## config.mk

```make
export PLATFORM = sky130hd
export DESIGN_NAME = fc_layer_engine
export DESIGN_NICKNAME = d
export VERILOG_FILES = /design/src/rtl/fc_pkg.sv /design/src/rtl/fc_argmax_tracker.sv /design/src/rtl/fc_layer_engine.sv
export SDC_FILE = /design/constraint.sdc
export NUM_CORES = 1
export LEC_CHECK = 0
export ABC_AREA = 1
export ABC_CLOCK_PERIOD_IN_PS = 15470
export CAP_MARGIN = 20
export CORE_MARGIN = 1.5
export CORE_UTILIZATION = 40
export CTS_BUF_LIST = sky130_fd_sc_hd__clkbuf_2 sky130_fd_sc_hd__clkbuf_4 sky130_fd_sc_hd__clkbuf_8
export DETAILED_ROUTE_END_ITERATION = 10
export SYNTH_ARGS = -nofsm -noshare
export SYNTH_HDL_FRONTEND = slang
export SYNTH_SLANG_ARGS = --single-unit
```

## constraint.sdc

```tcl
create_clock -name clk -period 15.47 [get_ports clk]
set_input_delay 3.094 -clock clk [delete_from_list [all_inputs] [get_ports clk]]
set_output_delay 3.094 -clock clk [all_outputs]
set_load 0.02 [all_outputs]
```

## src/rtl/fc_pkg.sv

```systemverilog
// Shared types and helpers for the time-multiplexed fully-connected layer engine.
// Holds the layer FSM state encoding, width helpers and the output rescale/saturate function.
package fc_pkg;

    typedef enum logic [2:0] {
        IDLE,
        BIAS,
        MAC,
        FLUSH,
        WRITE,
        DONE
    } fc_state_t;

    localparam int RESULT_W = 4;

    // clog2 that never returns 0, so single-entry address buses stay one bit wide
    function automatic int clog2w(input int n);
        return (n > 1) ? $clog2(n) : 1;
    endfunction

    // Arithmetic shift back to Q format, then clamp into a data_w-bit signed range.
    function automatic logic signed [63:0] sat_round(input logic signed [63:0] acc,
                                                     input int frac_w,
                                                     input int data_w);
        logic signed [63:0] y;
        logic signed [63:0] hi;
        logic signed [63:0] lo;
        y  = acc >>> frac_w;
        hi = (64'sd1 <<< (data_w - 1)) - 64'sd1;
        lo = -(64'sd1 <<< (data_w - 1));
        if (y > hi) begin
            return hi;
        end
        if (y < lo) begin
            return lo;
        end
        return y;
    endfunction

endpackage

```

## src/rtl/fc_argmax_tracker.sv

```systemverilog
// Running argmax over a stream of signed values; the first value after clear always loads,
// later values replace the held maximum only when strictly greater, so ties keep the lowest index.
module fc_argmax_tracker #(
    parameter int IDX_W  = 4,
    parameter int DATA_W = 16
) (
    input  logic              clk,
    input  logic              reset,
    input  logic              clear,
    input  logic              valid,
    input  logic [IDX_W-1:0]  idx,
    input  logic [DATA_W-1:0] value,
    output logic [IDX_W-1:0]  max_idx,
    output logic [DATA_W-1:0] max_val
);

    logic first_reg;
    logic take;

    assign take = valid && (first_reg || (signed'(value) > signed'(max_val)));

    always_ff @(posedge clk) begin
        if (reset || clear) begin
            max_idx   <= '0;
            max_val   <= '0;
            first_reg <= 1'b1;
        end else if (take) begin
            max_idx   <= idx;
            max_val   <= value;
            first_reg <= 1'b0;
        end
    end

endmodule

```

## src/rtl/fc_layer_engine.sv

```systemverilog
// Fully-connected layer computed neuron by neuron on one signed MAC, reading activations,
// weights and biases from external 1-cycle-latency RAMs; optional ReLU and argmax result.
module fc_layer_engine
    import fc_pkg::*;
#(
    parameter int IN_NODES  = 3,
    parameter int OUT_NODES = 10,
    parameter int DATA_W    = 16,
    parameter int FRAC_W    = 8,
    parameter int ACC_W     = 40,
    parameter int RELU_EN   = 1,
    parameter int ARGMAX_EN = 1,
    localparam int IA_W     = clog2w(IN_NODES),
    localparam int WA_W     = clog2w(IN_NODES * OUT_NODES),
    localparam int OA_W     = clog2w(OUT_NODES)
) (
    input  logic              clk,
    input  logic              reset,
    input  logic              enable,
    output logic [IA_W-1:0]   in_addr,
    input  logic [DATA_W-1:0] in_data,
    output logic [WA_W-1:0]   w_addr,
    input  logic [DATA_W-1:0] w_data,
    output logic [OA_W-1:0]   b_addr,
    input  logic [DATA_W-1:0] b_data,
    output logic              out_valid,
    output logic [OA_W-1:0]   out_idx,
    output logic [DATA_W-1:0] out_data,
    output logic              busy,
    output logic              finished,
    output logic [3:0]        result
);

    localparam int PROD_W = 2 * DATA_W;
    localparam logic [IA_W-1:0] I_LAST = IA_W'(IN_NODES - 1);
    localparam logic [OA_W-1:0] J_LAST = OA_W'(OUT_NODES - 1);

    fc_state_t state_reg, state_next;
    logic [OA_W-1:0]          j_reg, j_next;
    logic [IA_W-1:0]          i_reg, i_next;
    logic [IA_W-1:0]          in_addr_reg, in_addr_next;
    logic [WA_W-1:0]          w_addr_reg, w_addr_next;
    logic [OA_W-1:0]          b_addr_reg, b_addr_next;
    logic signed [ACC_W-1:0]  acc_reg, acc_next;
    logic signed [PROD_W-1:0] product;
    logic signed [63:0]       acc_ext;
    logic signed [63:0]       y_sat;
    logic signed [DATA_W-1:0] y;
    logic                     tracker_clear;
    logic [OA_W-1:0]          max_idx;
    logic [DATA_W-1:0]        max_val_unused;
    logic                     sat_hi_unused;

    // RAM data always belongs to the address issued one cycle earlier
    assign product = PROD_W'(signed'(in_data)) * PROD_W'(signed'(w_data));

    always_comb begin
        state_next    = state_reg;
        j_next        = j_reg;
        i_next        = i_reg;
        in_addr_next  = in_addr_reg;
        w_addr_next   = w_addr_reg;
        b_addr_next   = b_addr_reg;
        acc_next      = acc_reg;
        tracker_clear = 1'b0;
        case (state_reg)
            IDLE: begin
                if (enable) begin
                    state_next    = BIAS;
                    j_next        = '0;
                    b_addr_next   = '0;
                    tracker_clear = 1'b1;
                end
            end
            BIAS: begin
                state_next   = MAC;
                i_next       = '0;
                in_addr_next = '0;
                // weight rows are contiguous, so the next row starts right after the last one
                w_addr_next  = (j_reg == '0) ? '0 : w_addr_reg + 1'b1;
            end
            MAC: begin
                if (i_reg == '0) begin
                    acc_next = ACC_W'(signed'(b_data)) <<< FRAC_W;
                end else begin
                    acc_next = acc_reg + ACC_W'(product);
                end
                if (i_reg == I_LAST) begin
                    state_next = FLUSH;
                end else begin
                    i_next       = i_reg + 1'b1;
                    in_addr_next = i_reg + 1'b1;
                    w_addr_next  = w_addr_reg + 1'b1;
                end
            end
            FLUSH: begin
                acc_next   = acc_reg + ACC_W'(product);
                state_next = WRITE;
            end
            WRITE: begin
                if (j_reg == J_LAST) begin
                    state_next = DONE;
                end else begin
                    state_next  = BIAS;
                    j_next      = j_reg + 1'b1;
                    b_addr_next = j_reg + 1'b1;
                end
            end
            DONE: begin
                state_next = IDLE;
            end
            default: begin
                state_next = IDLE;
            end
        endcase
    end

    always_ff @(posedge clk) begin
        if (reset) begin
            state_reg   <= IDLE;
            j_reg       <= '0;
            i_reg       <= '0;
            in_addr_reg <= '0;
            w_addr_reg  <= '0;
            b_addr_reg  <= '0;
            acc_reg     <= '0;
        end else begin
            state_reg   <= state_next;
            j_reg       <= j_next;
            i_reg       <= i_next;
            in_addr_reg <= in_addr_next;
            w_addr_reg  <= w_addr_next;
            b_addr_reg  <= b_addr_next;
            acc_reg     <= acc_next;
        end
    end

    always_comb begin
        acc_ext = 64'(acc_reg);
        y_sat   = sat_round(acc_ext, FRAC_W, DATA_W);
        y       = y_sat[DATA_W-1:0];
        if ((RELU_EN != 0) && y[DATA_W-1]) begin
            y = '0;
        end
    end

    // upper bits are pure sign extension once saturated
    assign sat_hi_unused = ^y_sat[63:DATA_W];

    assign in_addr   = in_addr_reg;
    assign w_addr    = w_addr_reg;
    assign b_addr    = b_addr_reg;
    assign busy      = (state_reg != IDLE);
    assign finished  = (state_reg == DONE);
    assign out_valid = (state_reg == WRITE);
    assign out_idx   = out_valid ? j_reg : '0;
    assign out_data  = out_valid ? y : '0;

    fc_argmax_tracker #(
        .IDX_W  (OA_W),
        .DATA_W (DATA_W)
    ) u_argmax (
        .clk     (clk),
        .reset   (reset),
        .clear   (tracker_clear),
        .valid   (out_valid),
        .idx     (j_reg),
        .value   (y),
        .max_idx (max_idx),
        .max_val (max_val_unused)
    );

    generate
        if (ARGMAX_EN == 0) begin : g_no_argmax
            assign result = '0;
        end else if (OA_W >= RESULT_W) begin : g_trunc
            assign result = max_idx[RESULT_W-1:0];
        end else begin : g_zext
            assign result = {{(RESULT_W - OA_W){1'b0}}, max_idx};
        end
    endgenerate

endmodule

```

==> summary.md <==
| Metric | Value |
|---|---|
| Status | finished, final reports clean |
| Seq/Total Area, Yosys | 8.50% |
| Cell with the most instances after synthesis | inv_1 |
| Fin Setup TNS | 0 ps |
| DR WL met2 | 23.2 mm |
| Commonest cells post-synth | inv_1 (698), nand2_1 (606), fa_1 (330), ha_1 (136), nor2_1 (134) |
| FF-to-FF Start | acc_reg[15] |
| Critical Path AT | 9750 ps |
| First-pass GRT wire length | 78.7 mm |
| I/O Pins | 89 |
| Vias in the first global route | 15400 |
| CTS tree | done |
| Post-cts sizing count | 0 |
| HPWL after DPL | 39.2 mm |
| # port buffers | 87 |
| Max-slew headroom | 39.1% |
| Fin Clk Skew | 13.3 ps |
| Post-synth EDFFs | 0 |
| Clock Pin Slew Worst Setup and Hold Paths | 100 ps |
| # setup viols final | 0 |
| Cell count of the worst reg-to-reg path | 20 |
| Net Count, Synth | 2926 |
| Final Hold Viols | 0 |
| Max_cap viols | 0 |
| Final Routed Wirelength | 45.9 mm |
| Total grt overflow | 0 |
| Required @ worst endpoint | 15790 ps |
| Clock Sinks | 74 |
| Area Overhead vs Synth | 8.62% |
| GP Congestion | 0.932 |
| Min cycle time layout | 9420 ps |
| Nets | 2939 |
| Largest net degree at the start of global routing | 52 |
| Slew Viols, Final | 0 |
| R2r setup slk | 10360 ps |
| Worst flop-to-flop path endpoint | acc_reg[23] |
| Share of cells above drive strength 1 | 1.85% |
| Top-area cell type share of the netlist area | 37.9% |
| CTS root buffer | clkbuf_8 |
| Deepest clock path buffer count | 2 |
| Avg Inst Size Synth | 7.24 µm² |
| Main synth FF type | dfxtp_1 |
| # diodes | 0 |
| Count of cell types in the netlist | 37 |
| Mapped cell area | 17400 µm² |
| Post-Synthesis Cells | 2409 |
| H-tree depth | 3 |
| Min-delay worst type | register to register |
| Starting Density | 40.5% |
| Tot GR Track Use | 22.2% |
| Crit end category | register |
| Row count | 76 |
| Uppermost layer routed | met4 |
| Die Y | 212 µm |
| Cell taking the most area after synthesis | fa_1 |
| Die Wd | 212 µm |
| Post-CTS setup buffer count | 0 |
| Fillers | 4484 |
| Fmax achieved | 106 MHz |
| Hold-fix buffers, CTS | 0 |
| Total CTS buffers | 9 |
| Max reg flops | 40 |
| Seq cells post-synth | 74 |
| RSZ-0062 raised after global routing | no |
| Vias per cell | 4.74 |
| Max incr delay on CP | 900 ps |
| TritonRoute pass-1 iters | 6 |
| Vias | 14300 |
| WL/cell | 15.2 µm |
| Fraction of registers with async set/reset | 0% |
| Worst-skew pair later-pin latency | 390 ps |
| Detailed Route Iter0 Violations | 737 |
| Tcrit/Tclk final | 60.9% |
| Synth Warn # | 0 |
| Hold endpoint | acc_reg[1] |
| WS Path Type | input pin to register |
| CP max FO | 17 |
| Met1 wire length | 20.2 mm |
| Initial antenna violation count | 0 |
| Core ar. | 43100 µm² |
| Cell mode on critical path | fa_1 |
| Worst Hold Launch | acc_reg[1] |
| Routed Antenna Nets | 0 |
| WL met3 | 1.62 mm |
| Synth top area cells | fa_1 (38%), inv_1 (15%), nand2_1 (13%) |
| Worst-Margin Slew | 910 ps |
| Element type at the critical path start | input pin |
| # DRC | 0 |
| Die area | 44900 µm² |
| Hold depth | 2 |
| Cell breakdown of the critical path | clkdlybuf4s50_1, nand2_1, fa_1, inv_1, fa_1, inv_1, fa_1, fa_1, inv_1, fa_1, inv_1, fa_1, inv_1, ha_1, nand2_1, nor2_1, nand2_1, nor2_1, nand4_1, nand4_1, nand3_1, a21oi_1 |
| Slowest stage cell on the critical path | clkdlybuf4s50_1 |
==> area by class of cell <==
type / count / area [µm²] / share of cell area [%]
inverter: 706 / 2650 / 14.0
sequential: 74 / 1480 / 7.82
clock inverter: 6 / 48.8 / 0.258
multi-input combinational: 1537 / 12900 / 68.3
timing repair buffer: 94 / 951 / 5.02
clock buffer: 10 / 138 / 0.727
tap: 585 / 732 / 3.86
==> cells by family after synthesis <==
logic type               after synthesis  share of synthesized area, %
buffers and inverters                798                          17.3
other                                  1                        0.0215
XOR/XNOR                               8                         0.402
adder cells (fa/ha/maj)              466                          47.6
AND/OR/NAND/NOR                      878                          20.5
flip-flops                            74                          8.50
AO/OA/AOI/OAI                        184                          5.64
==> how the worst max path moves through the flow <==
stage                            from          end  slack, ps
final                     in_data[15]  acc_reg[36]       6050
after detailed placement  in_data[15]  acc_reg[38]       5640
after global routing      in_data[15]  acc_reg[36]       5540
after floorplan           in_data[15]  acc_reg[39]       6760
after global placement    in_data[15]  acc_reg[39]       5700
after CTS                 in_data[15]  acc_reg[36]       6020
==> cells in the final DEF, fill, tap and decap left out, drive strengths merged, types with 6 or more instances in the layout <==
cell type,count
inv,708
o21bai,8
xor2,6
a21oi,125
nor2,142
nand4,14
buf,8
nand2,607
dfxtp,74
clkdlybuf4s50,86
nand3b,9
nand3,87
fa,330
clkbuf,10
o211ai,6
ha,136
nor3,11
o21ai,36
==> critical path: cells and delay by family <==
family                   cells  cell delay (ps)
adder cells (fa/ha/maj)      7             3790
buffers and inverters        6             1540
AND/OR/NAND/NOR              8             1170
AO/OA/AOI/OAI                1              140
==> through the flow <==
stage | instances | cell area, µm² | hold slack, ps | worst slack [ps] | util (%)
after floorplan | 2409 | 17400 | 450 | 6760 | -
after global placement | 2994 | 18700 | 458 | 5700 | 43.4
after detailed placement | 2995 | 18700 | 465 | 5640 | 43.5
after CTS | 3011 | 18900 | 478 | 6020 | 43.9
after global routing | 3012 | 18900 | 502 | 5540 | 44.0
final | 3012 | 18900 | 477 | 6050 | 44.0
==> routing by layer <==
layer / vias up / global-route usage (%)
met2: 267 / 40.2
met1: 6974 / 29.1
met4: 0 / 4.75
met3: 55 / 1.51
met5: - / 0
li1: 6967 / -
Power is not shown: default switching activity piles up to over one toggle a cycle in this logic, so the estimate is an artifact.
